`src/rtl/fpu_pkg.sv`:
```
// Shared types and constants for the FPU arbiter: FSM state encoding, the team
// 32-bit float layout (sign, 6-bit exponent with bias 31, 25-bit mantissa) and status codes.
package fpu_pkg;

   typedef enum logic [1:0] {
      ST_IDLE  = 2'd0,
      ST_ISSUE = 2'd1,
      ST_WAIT  = 2'd2,
      ST_RESP  = 2'd3
   } arb_state_t;

   localparam int EXP_W = 6;
   localparam int MAN_W = 25;
   localparam int BIAS  = 31;

   localparam logic [3:0] STATUS_TIMEOUT = 4'b1000;

   // Builds a team-format float from sign, unbiased exponent and mantissa field.
   function automatic logic [31:0] fp_pack(input logic sign, input int exp_unb,
                                           input logic [MAN_W-1:0] man);
      logic [EXP_W-1:0] e;
      e = EXP_W'(exp_unb + BIAS);
      return {sign, e, man};
   endfunction

endpackage

```
`src/rtl/fpu_arbiter_rr_arb2.sv`:
```
// Two-way round-robin grant: with both requesters valid, the one not served last wins.
module rr_arb2 (
   input  logic [1:0] valid_i,
   input  logic       last_i,
   output logic [1:0] grant_o
);

   always_comb begin
      grant_o = valid_i;
      if (valid_i == 2'b11) begin
         grant_o = last_i ? 2'b01 : 2'b10;
      end
   end

endmodule

```
`src/rtl/fpu_arbiter.sv`:
```
// Arbitrates two requesters onto one shared FPU and returns the result to the issuer.
// Optional WAIT-state watchdog enabled by defining FPU_ARB_TIMEOUT_EN.
module fpu_arbiter
   import fpu_pkg::*;
#(
   parameter int TIMEOUT_CYCLES = 64
) (
   input  logic        clock,
   input  logic        reset,
   input  logic        req0_valid,
   input  logic        req1_valid,
   output logic        req0_ready,
   output logic        req1_ready,
   input  logic [31:0] req0_op_a,
   input  logic [31:0] req0_op_b,
   input  logic [31:0] req1_op_a,
   input  logic [31:0] req1_op_b,
   output logic        rsp_valid,
   input  logic        rsp_ready,
   output logic [31:0] rsp_data,
   output logic [3:0]  rsp_status,
   output logic        rsp_id,
   output logic        fpu_start,
   output logic [31:0] fpu_op_a,
   output logic [31:0] fpu_op_b,
   input  logic        fpu_done,
   input  logic [31:0] fpu_data,
   input  logic [3:0]  fpu_status,
   output logic        fpu_rst_n,
   output logic [1:0]  dbg_state_o
);

   // Handshakes: a transfer happens on a rising clock edge where valid and ready
   // are both high; ready never waits on a combinational path from the same valid
   // beyond the IDLE grant, and rsp_* hold steady while rsp_valid waits for rsp_ready.

   if (TIMEOUT_CYCLES < 1 || 1 + EXP_W + MAN_W != 32) begin : g_cfg_err
      $error("fpu_arbiter: invalid configuration");
   end

   arb_state_t  state_q, state_d;
   logic [31:0] op_a_q, op_b_q, rsp_data_q;
   logic [3:0]  rsp_status_q;
   logic        id_q, rr_last_q;
   logic [1:0]  grant;
   logic        accept, capture, timeout_hit, tmo_expired;

   rr_arb2 u_rr (
      .valid_i ({req1_valid, req0_valid}),
      .last_i  (rr_last_q),
      .grant_o (grant)
   );

   always_ff @(posedge clock or negedge reset) begin
      if (!reset) state_q <= ST_IDLE;
      else        state_q <= state_d;
   end

   always_comb begin
      state_d     = state_q;
      accept      = 1'b0;
      capture     = 1'b0;
      timeout_hit = 1'b0;
      req0_ready  = 1'b0;
      req1_ready  = 1'b0;
      fpu_start   = 1'b0;
      case (state_q)
         ST_IDLE: begin
            // Gated by reset so both readies read low while reset is held.
            req0_ready = grant[0] & reset;
            req1_ready = grant[1] & reset;
            if ((req0_valid & req0_ready) | (req1_valid & req1_ready)) begin
               accept  = 1'b1;
               state_d = ST_ISSUE;
            end
         end
         ST_ISSUE: begin
            fpu_start = 1'b1;
            state_d   = ST_WAIT;
         end
         ST_WAIT: begin
            if (fpu_done) begin
               capture = 1'b1;
               state_d = ST_RESP;
            end else if (tmo_expired) begin
               timeout_hit = 1'b1;
               state_d     = ST_RESP;
            end
         end
         ST_RESP: begin
            if (rsp_ready) state_d = ST_IDLE;
         end
         default: state_d = ST_IDLE;
      endcase
   end

   // rr_last_q resets to 1 so the first contended grant goes to req0.
   always_ff @(posedge clock or negedge reset) begin
      if (!reset) begin
         op_a_q       <= '0;
         op_b_q       <= '0;
         id_q         <= 1'b0;
         rsp_data_q   <= '0;
         rsp_status_q <= '0;
         rr_last_q    <= 1'b1;
      end else begin
         if (accept) begin
            op_a_q <= grant[1] ? req1_op_a : req0_op_a;
            op_b_q <= grant[1] ? req1_op_b : req0_op_b;
            id_q   <= grant[1];
         end
         if (capture) begin
            rsp_data_q   <= fpu_data;
            rsp_status_q <= fpu_status;
         end
         if (timeout_hit) begin
            rsp_data_q   <= '0;
            rsp_status_q <= STATUS_TIMEOUT;
         end
         if (state_q == ST_RESP && rsp_ready) rr_last_q <= id_q;
      end
   end

`ifdef FPU_ARB_TIMEOUT_EN
   localparam int CNT_W = $clog2(TIMEOUT_CYCLES + 1);

   logic [CNT_W-1:0] tmo_cnt_q;
   logic             fpu_rst_n_q;

   // Counts cycles spent in WAIT; fpu_rst_n drops for the cycle after expiry.
   always_ff @(posedge clock or negedge reset) begin
      if (!reset) begin
         tmo_cnt_q   <= '0;
         fpu_rst_n_q <= 1'b1;
      end else begin
         fpu_rst_n_q <= ~timeout_hit;
         if (state_q == ST_WAIT) tmo_cnt_q <= tmo_cnt_q + 1'b1;
         else                    tmo_cnt_q <= '0;
      end
   end

   assign tmo_expired = (tmo_cnt_q == CNT_W'(TIMEOUT_CYCLES - 1));
   assign fpu_rst_n   = fpu_rst_n_q;
`else
   assign tmo_expired = 1'b0;
   assign fpu_rst_n   = 1'b1;
`endif

   assign rsp_valid   = (state_q == ST_RESP);
   assign rsp_data    = rsp_data_q;
   assign rsp_status  = rsp_status_q;
   assign rsp_id      = id_q;
   assign fpu_op_a    = op_a_q;
   assign fpu_op_b    = op_b_q;
   assign dbg_state_o = state_q;

endmodule

```
`config.mk`:
```
export PLATFORM = sky130hd
export DESIGN_NAME = fpu_arbiter
export DESIGN_NICKNAME = d
export VERILOG_FILES = /design/src/rtl/fpu_pkg.sv /design/src/rtl/fpu_arbiter_rr_arb2.sv /design/src/rtl/fpu_arbiter.sv
export SDC_FILE = /design/constraint.sdc
export NUM_CORES = 1
export LEC_CHECK = 0
export BUFFER_PORTS_ARGS = -buffer_cell sky130_fd_sc_hd__clkbuf_2
export CORE_ASPECT_RATIO = 1.25
export CORE_MARGIN = 2
export CORE_UTILIZATION = 30
export CTS_CLUSTER_SIZE = 25
export DETAILED_ROUTE_END_ITERATION = 6
export HOLD_SLACK_MARGIN = 0.12
export PLACE_DENSITY_LB_ADDON = 0.12
export SLEW_MARGIN = 20
export SYNTH_ARGS = -nofsm -noshare
export SYNTH_HDL_FRONTEND = slang
export SYNTH_SLANG_ARGS = --single-unit
```
`constraint.sdc`:
```
create_clock -name clock -period 1.5 [get_ports clock]
set_input_delay 0.3 -clock clock [delete_from_list [all_inputs] [get_ports clock]]
set_output_delay 0.3 -clock clock [all_outputs]
set_load 0.005 [all_outputs]
```
==> metrics.txt, run 1 <==
cells after synthesis 453; Starting Density 0.305; pin count of the biggest net entering global routing 88; Worst Setup End Kind primary output; total power 14.8 mW; net count after synthesis approximately 630; CP bufs+invs 2; predominant post-synthesis flop cell dfrtp_1; fin crit period 1630 ps; class of the worst hold path input pin to flop; largest stage delay on the critical path around 400 ps; ANT nets after route 0; Nets 940; worst path cell trace inv_2 > ha_4 > nand3_2 > a21oi_2 > buf_2; Pre-antenna DRT Iters 4; worst-path maximum fanout 4; clk buf depth 2; CTS clk-pin slew, worst paths roughly 70 ps; number of synthesized register bits between 100 and 150; DP HPWL ~10 mm; Max Slew Vio Count 0; failing checks setup timing; GRT Total Usage 0.189; Fin. Hold Viols 0; Register-to-Register Path Depth 6; top-area cell type share of the netlist area 0.568; Worst-Skew Late Latency between 300 and 400 ps; P&R area growth vs syn 68.8%; max_cap viols 0; gpl congestion about 0.76; CP top delay family flip-flops; antenna violations before repair 0; Relative slew margins 0.655; cell area after synthesis around 0.0045 mm^2; clk_skew 7.07 ps; post-route setup slack -131 ps; hold path depth 3; CTS Root Cell clkbuf_16; Synth warnings 0; Core ar. ~0.015 mm^2; share of cells above drive strength 1 0.550; Async SR Flop Fraction 1.00; Congestion Overflow GR 0; status finished with violations; Mapped Avg Cell Area between 10 and 15 um^2; Yosys top cell by area dfrtp_1; first-pass GRT wire length 23.6 mm; Die Wd about 110 um; Critical Path AT about 1300 ps; f_max slightly above 600 MHz; Rows 50; H-tree Lvls 3; post-synthesis sequential area ratio 0.574; fin crit share 1.09; Avg WL per Cell around 18 um; Initial DRC Count ~250; WS Path Type flop to primary output; CTS Buf Count 9; die height approximately 140 um; Port Buf Inserts roughly 280; DIE AREA around 0.016 mm^2; Min-Delay Endpoint fpu_op_a[29]; detailed-route DRC error count 0; r2r setup slk -110 ps; reg2reg end dbg_state_o[1]; CTS tree done; post-synth cell types 24; EDFF count, synth 0; total wire length ~17 mm; WP data required 1200 ps; Pwr Density around 1900 mW/mm^2; total number of vias 4552; Peak VDD IR approximately 0.00080 V; IO Count 278; Antenna Cells 0; Leakage approximately 3.9 nW; Setup TNS Final -3190 ps; Num Clock Sinks between 100 and 150; startpoint types flop; Crit-path slowest cell dfrtp_1; hold wc startpoint req0_op_a[29]; final setup fails 66; vias in the first global route approximately 4500; RSZ-0062 raised after global routing yes; r2r startpoint dbg_state_o[0]; Area contributors post-synth dfrtp_1 57%, nand2_1 11%, mux2_1 9.2%, a31oi_1 8.8%, nor2_1 5.5%; vias per cell about 4.8; slew of the pin with the lowest slew margin just over 500 ps
==> state kept, by name, summed over array words and instances (netlist names) <==
name         flops
dbg_state_o      2
fpu_op_b        32
rsp_data        32
rr_last_q        1
rsp_status       4
rsp_id           1
fpu_op_a        32
==> tightest hold or removal path: stages <==
cell and delay [ps]:
clkbuf_2 80, nand2_1 40, a31oi_1 70
==> power breakdown <==
part / switching [mW] / internal, mW / total (mW)
combinational: 3.03 / 4.22 / 7.25
clock: 1.08 / 1.36 / 2.43
sequential: 0.917 / 4.25 / 5.17
total: 5.02 / 9.83 / 14.8
==> cells in the mapped netlist (4+ instances only) <==
library cell and number:
nor2_1 66, buf_4 9, buf_2 18, mux2_1 37
a31oi_1 64, buf_6 5, ha_1 4, dfrtp_1 103
inv_1 4, nand2_1 129
==> cell usage in the layout (no fill, tap or decap), types with 2 or more instances in the layout <==
| cell | n |
|---|---|
| buf_6 | 12 |
| clkinvlp_4 | 2 |
| nor2_1 | 46 |
| dfrtp_1 | 103 |
| a31oi_1 | 60 |
| inv_1 | 2 |
| buf_16 | 11 |
| a31oi_4 | 4 |
| nor2_4 | 8 |
| buf_8 | 3 |
| clkbuf_16 | 20 |
| buf_12 | 8 |
| buf_4 | 16 |
| nor2_2 | 12 |
| mux2_4 | 37 |
| clkbuf_2 | 271 |
| ha_4 | 4 |
| nand2_1 | 129 |
| inv_2 | 2 |
==> layer usage <==
metal	global-route usage	wire length, um
met4	0.0558	257
met2	0.338	8720
met5	0	0
met1	0.221	6700
met3	0.0500	1200
==> how the worst max path moves through the flow <==
stage / depth (start not counted) / endpoint / start
CTS: 5 / req0_ready / dbg_state_o[1]
global placement: 6 / fpu_op_a[29] / dbg_state_o[1]
finish: 5 / req0_ready / dbg_state_o[1]
detailed placement: 6 / fpu_op_b[1] / dbg_state_o[1]
floorplan: 5 / rsp_data[10] / dbg_state_o[0]
global route: 5 / req0_ready / dbg_state_o[0]
==> layout make-up <==
type	instances	area [um^2]
clock inverter	5	65.1
tap	182	228
fill	1443	7230
clock buffer	11	243
sequential	104	2600
inverter	4	15.0
multi-input combinational	313	2090
timing repair buffer	334	2410
==> logic make-up (layout without fill, tap and decap cells) <==
group                    count (synthesis)  after routing  synth area share
multiplexers                            38             38            0.0943
adder cells (fa/ha/maj)                  4              4            0.0110
buffers and inverters                   36            354            0.0505
flip-flops                             104            104             0.574
AND/OR/NAND/NOR                        199            199             0.167
AO/OA/AOI/OAI                           71             71             0.103
other                                    1              1          0.000827
==> through the flow <==
stage | area, um^2 | setup slack, ps | std cells | hold WS (ps) | util
4_1_cts | 7120 | -143 | 942 | 146 | 0.478
2_1_floorplan | 4540 | -34.5 | 453 | 4.41 | -
6_report | 7660 | -131 | 953 | 175 | 0.514
5_1_grt | 7660 | -212 | 953 | 168 | 0.514
3_3_place_gp | 6140 | 19.8 | 894 | 350 | 0.412
3_5_place_dp | 6140 | -93.7 | 894 | 369 | 0.412
==> timing repair <==
| action | CTS | global route |
|---|---|---|
| cloned | 10 | 11 |
| gates resized for setup | 61 | 59 |
| endpoints found under the setup margin | 105 | 108 |
| hold buffers | 1 | 0 |
| setup buffers | 21 | 0 |
| pin swaps | 6 | 5 |
| endpoints found under the hold margin | 103 | 0 |
No activity file was read; power rests on OpenSTA's default activity.
==> run 2: changes to the inputs <==
--- a/config.mk
+++ b/config.mk
@@ -6,9 +6,9 @@
 export NUM_CORES = 1
 export LEC_CHECK = 0
 export BUFFER_PORTS_ARGS = -buffer_cell sky130_fd_sc_hd__clkbuf_2
-export CORE_ASPECT_RATIO = 1.25
 export CORE_MARGIN = 2
 export CORE_UTILIZATION = 30
+export CTS_BUF_LIST = sky130_fd_sc_hd__clkbuf_4 sky130_fd_sc_hd__clkbuf_8
 export CTS_CLUSTER_SIZE = 25
 export DETAILED_ROUTE_END_ITERATION = 6
 export HOLD_SLACK_MARGIN = 0.12
==> metrics.txt, run 2 (synthesis results as in run 1) <==
fin crit share 1.11; Worst-Skew Late Latency ~380 ps; Congestion Overflow GR 0; die height 127 um; Pwr Density ~1800 mW/mm^2; switching power 5.04 mW; r2r startpoint dbg_state_o[0]; commonest non-fill, non-tap cell in the layout clkbuf_2; max_cap viols 0; Switching Fraction 0.353; Initial DRC Count approximately 230; Avg WL per Cell 17.4 um; vias per cell between 4 and 5; r2r setup slk -150 ps; detailed-route DRC error count 0; WP data required ~1200 ps; Clk network pwr share 0.128; clk buf depth 2; IO Count between 200 and 300; share of cells above drive strength 1 0.521; Setup TNS Final -7360 ps; RSZ-0062 raised after global routing yes; dpl ws -134 ps; Core ar. between 0.01 and 0.015 mm^2; slew of the pin with the lowest slew margin between 500 and 600 ps; gpl congestion between 0.7 and 0.8; f_max around 600 MHz; Logic pwr share 0.512; pin count of the biggest net entering global routing around 100; status finished with violations; critical path endpoint rsp_valid; Pint between 9 and 10 mW; H-tree Lvls 3; Register-to-Register Path Depth 8; Final Instance Area approximately 0.0079 mm^2; Pre-antenna DRT Iters 5; startpoint types flop; GRT Total Usage 0.201; WS Path Type flop to primary output; worst path cell trace buf_4 > ha_2 > buf_4 > clkbuf_2; failing checks setup timing; Antenna Cells 0; CTS clk-pin slew, worst paths about 100 ps; Fin. Hold Viols 0; fill count roughly 1300; most used cell, CP buf_4; CP Launch Point dbg_state_o[1]; largest stage delay on the critical path approximately 410 ps; antenna violations before repair 0; Port Buf Inserts 276; ANT nets after route 0; Seq pwr share 0.360; Worst Setup End Kind primary output; post-route setup slack -164 ps; Num Clock Sinks 104; class of the worst hold path input pin to flop; Crit-path slowest cell dfrtp_1; worst-path maximum fanout 3; vias in the first global route 4957; Die Wd between 100 and 150 um; DIE AREA ~0.016 mm^2; reg2reg end rsp_data[13]; CTS Buf Count 9; first-pass GRT wire length around 25 mm; Max Slew Vio Count 0; Starting Density 0.310; final setup fails just under 90; Peak VDD IR 0.000665 V; total number of vias around 4700; P&R area growth vs syn 74.9%; CTS tree done; final design utilization 0.542; Nets around 970; CTS Root Cell clkbuf_8; Post-DP Area about 0.0062 mm^2; Relative slew margins 0.626; total wire length about 17 mm; fin crit period about 1700 ps; most frequent cells in the layout 273 x clkbuf_2, 129 x nand2_1, 103 x dfrtp_1; Rows 44; Critical Path AT approximately 1400 ps; DP HPWL slightly above 10 mm; clk_skew 19.9 ps; Leakage around 3.9 nW
[run 2: cell types whose count changed in the layout (fill, tap and decap cells not counted), moves of 2 or more]
cell	delta
buf_6	-7
clkbuf_2	+2
buf_12	+9
nor2_2	-3
a31oi_4	+8
mux2_1	+18
mux2_4	-18
dlygate4sd3_1	+25
clkbuf_8	+10
a31oi_1	-9
nor2_1	+2
buf_16	+3
clkinvlp_4	-2
clkbuf_16	-13
[run 2: layer usage]
metal / track usage / vias to the layer above / wire length, um
li1: - / 2207 / -
met1: 0.241 / 2260 / 7210
met2: 0.355 / 240 / 8290
met3: 0.0469 / 20 / 1300
met4: 0.0730 / 0 / 269
met5: 0 / - / 0
[run 2: power groups by stage]
stage | registers [mW] | clock network, mW | logic, mW
6_report | 5.15 | 1.82 | 7.32
3_3_place_gp | 5.07 | 0 | 4.73
5_1_grt | 5.31 | 2.00 | 7.94
3_5_place_dp | 5.12 | 0 | 4.84
4_1_cts | 5.11 | 1.88 | 6.65
2_1_floorplan | 5.13 | 0 | 2.25
[run 2: critical path: cells and delay by family (launching register included)]
kind	cells	cell delay (ps)
adder cells (fa/ha/maj)	1	170
buffers and inverters	3	420
flip-flops	1	410
[run 2: final cells by class]
type	instances	area, um^2	area share
Clock buffer	11	145	0.0183
Clock inverter	4	52.6	0.00662
Inverter	4	15.0	0.00189
Multi-Input combinational cell	313	2130	0.268
Sequential cell	104	2600	0.328
Tap cell	184	230	0.0290
Timing Repair Buffer	362	2760	0.348
[run 2: worst min-delay path by stage]
stage                       start             end  depth (start not counted)  slack [ps]
floorplan                   reset  dbg_state_o[0]                          0           4
global placement            reset  dbg_state_o[1]                          1         120
detailed placement          reset  dbg_state_o[1]                          1         130
CTS                 req1_op_b[25]    fpu_op_b[25]                          3         120
global route          fpu_data[0]     rsp_data[0]                          2         120
finish                fpu_data[0]     rsp_data[0]                          2         140
[run 2: through the flow]
step / std cells / hold slack (ps) / total power [mW]
CTS: 971 / 120 / 13.6
detailed placement: 895 / 128 / 9.96
global route: 982 / 121 / 15.3
floorplan: 453 / 4.41 / 7.39
global placement: 895 / 124 / 9.81
finish: 982 / 144 / 14.3
[run 2: what timing repair did]
action,in CTS,in global routing
endpoints found under the hold margin,125,1
pin swaps,8,4
gates cloned,15,8
resized for setup,71,39
buffers inserted,21,6
hold buffers,25,1
endpoints found under the setup margin,106,107
==> run 3: changes to the inputs <==
--- a/config.mk
+++ b/config.mk
@@ -6,6 +6,7 @@
 export NUM_CORES = 1
 export LEC_CHECK = 0
 export BUFFER_PORTS_ARGS = -buffer_cell sky130_fd_sc_hd__clkbuf_2
+export CORE_ASPECT_RATIO = 0.9
 export CORE_MARGIN = 2
 export CORE_UTILIZATION = 30
 export CTS_BUF_LIST = sky130_fd_sc_hd__clkbuf_4 sky130_fd_sc_hd__clkbuf_8
@@ -16,4 +17,5 @@
 export SLEW_MARGIN = 20
 export SYNTH_ARGS = -nofsm -noshare
 export SYNTH_HDL_FRONTEND = slang
+export SYNTH_HIERARCHICAL = 1
 export SYNTH_SLANG_ARGS = --single-unit
==> metrics.txt, run 3 <==
status finished with violations; failing checks setup timing; total wire length 14.0 mm; reg2reg end fpu_op_b[10]; DIE AREA 0.0178 mm^2; post-synth cell types 21; post-synthesis sequential area ratio 0.517; Synth warnings 6; final setup fails around 90; GRT Total Usage 0.154; Num Clock Sinks 104; Avg WL per Cell between 15 and 20 um; commonest non-fill, non-tap cell in the layout clkbuf_2; CTS Buf Count 9; EDFF count, synth 0; Port Buf Inserts 276; clk buf depth 2; Rows 44; net count after synthesis 488; predominant post-synthesis flop cell dfrtp_1; total number of vias 3799; total power around 13 mW; cell area after synthesis 0.00504 mm^2; first-pass GRT wire length 21.2 mm; Max Slew Vio Count 0; worst path cell trace a21boi_4 > buf_4 > a22oi_4 > nor2_4 > buf_4 > clkbuf_16 > mux2_4; cells after synthesis roughly 310; clk_skew between 8 and 9 ps; CTS Root Cell clkbuf_8; Leakage between 4 and 5 nW; Final Instance Area 0.00786 mm^2; Post-DP Area 0.00678 mm^2; r2r startpoint rr_last_q; Worst-Skew Late Latency approximately 380 ps; Crit-path slowest cell dfstp_2; worst-path maximum fanout 8; number of synthesized register bits about 100; Congestion Overflow GR 0; ANT nets after route 0; max_cap viols 0; f_max between 500 and 600 MHz; WS Path Type flop to flop; r2r setup slk -360 ps; class of the worst hold path input pin to asynchronous set/reset pin; share of cells above drive strength 1 0.784; Antenna Cells 0; startpoint types flop; RSZ-0062 raised after global routing yes; post-route setup slack -362 ps; fin crit share 1.24; CP top delay family flip-flops; Relative slew margins 0.423; Starting Density 0.309; pin count of the biggest net entering global routing slightly below 70; most frequent cell after synthesis mux2_2; DP HPWL just under 10 mm; CTS tree done; Worst Setup End Kind flop; Yosys top cell by area dfrtp_1; Pre-antenna DRT Iters 4; Peak VDD IR between 0.0009 and 0.001 V; CP bufs+invs 3; vias per cell about 4.4; Pwr Density about 1700 mW/mm^2; detailed-route DRC error count 0; most used cell, CP buf_4; fin crit period 1860 ps; Core ar. roughly 0.016 mm^2; final design utilization 0.482; CP Launch Point rr_last_q; Commonest cells post-synth 111 x mux2_2, 103 x dfrtp_1, 50 x mux2_4, 11 x buf_6; Fin. Hold Viols 0; Async SR Flop Fraction 1.00; die height between 100 and 150 um; Mapped Avg Cell Area 16.1 um^2; Critical Path AT roughly 2100 ps; largest stage delay on the critical path about 600 ps; H-tree Lvls 3; vias in the first global route 4053; WP data required 1770 ps; Area contributors post-synth dfrtp_1 51%, mux2_2 25%, mux2_4 15%, buf_6 2.5%, mux2_1 1.3%; Initial DRC Count 85; IO Count approximately 280; antenna violations before repair 0; most frequent cells in the layout 269 x clkbuf_2, 103 x dfrtp_1, 86 x mux2_4; Die Wd 141 um; CTS clk-pin slew, worst paths about 110 ps; gpl congestion 0.722; Nets 826; P&R area growth vs syn 56.1%; slew of the pin with the lowest slew margin between 800 and 900 ps; top-area cell type share of the netlist area 0.512; Register-to-Register Path Depth 7
-- run 3: cell types whose count changed after synthesis, moves of 12 or more --
cell,previous run,this run
a31oi_1,64,0
mux2_2,1,111
mux2_1,37,6
mux2_4,0,50
nand2_1,129,3
nor2_1,66,1
buf_2,18,6
-- run 3: timing repair --
action	in CTS	in global routing
hold buffers	13	11
gates resized for setup	66	29
setup buffers	13	8
pin swaps	1	3
hold endpoints to repair	46	11
gates cloned	7	3
setup endpoints to repair	107	109
-- run 3: cells by family after synthesis --
kind of cell	Yosys count	synth area share
AND/OR/NAND/NOR	10	0.0104
flip-flops	104	0.517
adder cells (fa/ha/maj)	5	0.0124
other	1	0.000744
AO/OA/AOI/OAI	4	0.0127
multiplexers	168	0.413
buffers and inverters	21	0.0343
-- run 3: worst max path at each step --
stage,end,slack [ps],cells past startpoint
4_1_cts,req1_ready,-370,5
3_5_place_dp,fpu_op_a[15],-350,6
6_report,fpu_op_b[10],-360,7
2_1_floorplan,fpu_op_a[0],-190,7
5_1_grt,fpu_op_b[10],-400,7
3_3_place_gp,fpu_op_a[12],-300,6
-- run 3: area by class of cell --
cell class	count	area [um^2]
clock buffers	9	124
inverters	3	11.3
repair buffers	345	2290
multi-input cells	188	2490
fillers	1487	8430
flip-flops and latches	104	2600
clock inverters	7	86.3
well taps	207	259
-- run 3: where the power goes --
group	leakage [nW]	switching, mW	internal [mW]	total (mW)
Combinational	2.70	2.25	4.22	6.47
Clock	0.104	1.06	0.807	1.87
Sequential	1.25	0.824	4.23	5.05
Total	4.05	4.14	9.25	13.4
-- run 3: worst reg2reg max path, cell delays in order, from the launching register on --
cell,delay [ps]
dfstp_2,600
a21boi_4,80
buf_4,160
a22oi_4,200
nor2_4,70
buf_4,160
clkbuf_16,170
mux2_4,300
-- run 3: metrics by stage --
stage	worst slack, ps	cells	hold WS [ps]	TNS, ps
2_1_floorplan	-190	313	4.41	-11140
3_3_place_gp	-298	802	380	-19100
3_5_place_dp	-349	802	388	-22010
4_1_cts	-368	851	120	-25680
5_1_grt	-397	863	121	-28850
6_report	-362	863	131	-23680
-- run 3: routing by layer --
layer / up-vias / part of all wire / GRT usage
li1: 1788 / - / -
met1: 1827 / 0.41 / 0.182
met2: 172 / 0.49 / 0.262
met3: 12 / 0.096 / 0.0612
met4: 0 / 0.011 / 0.0441
met5: - / 0 / 0
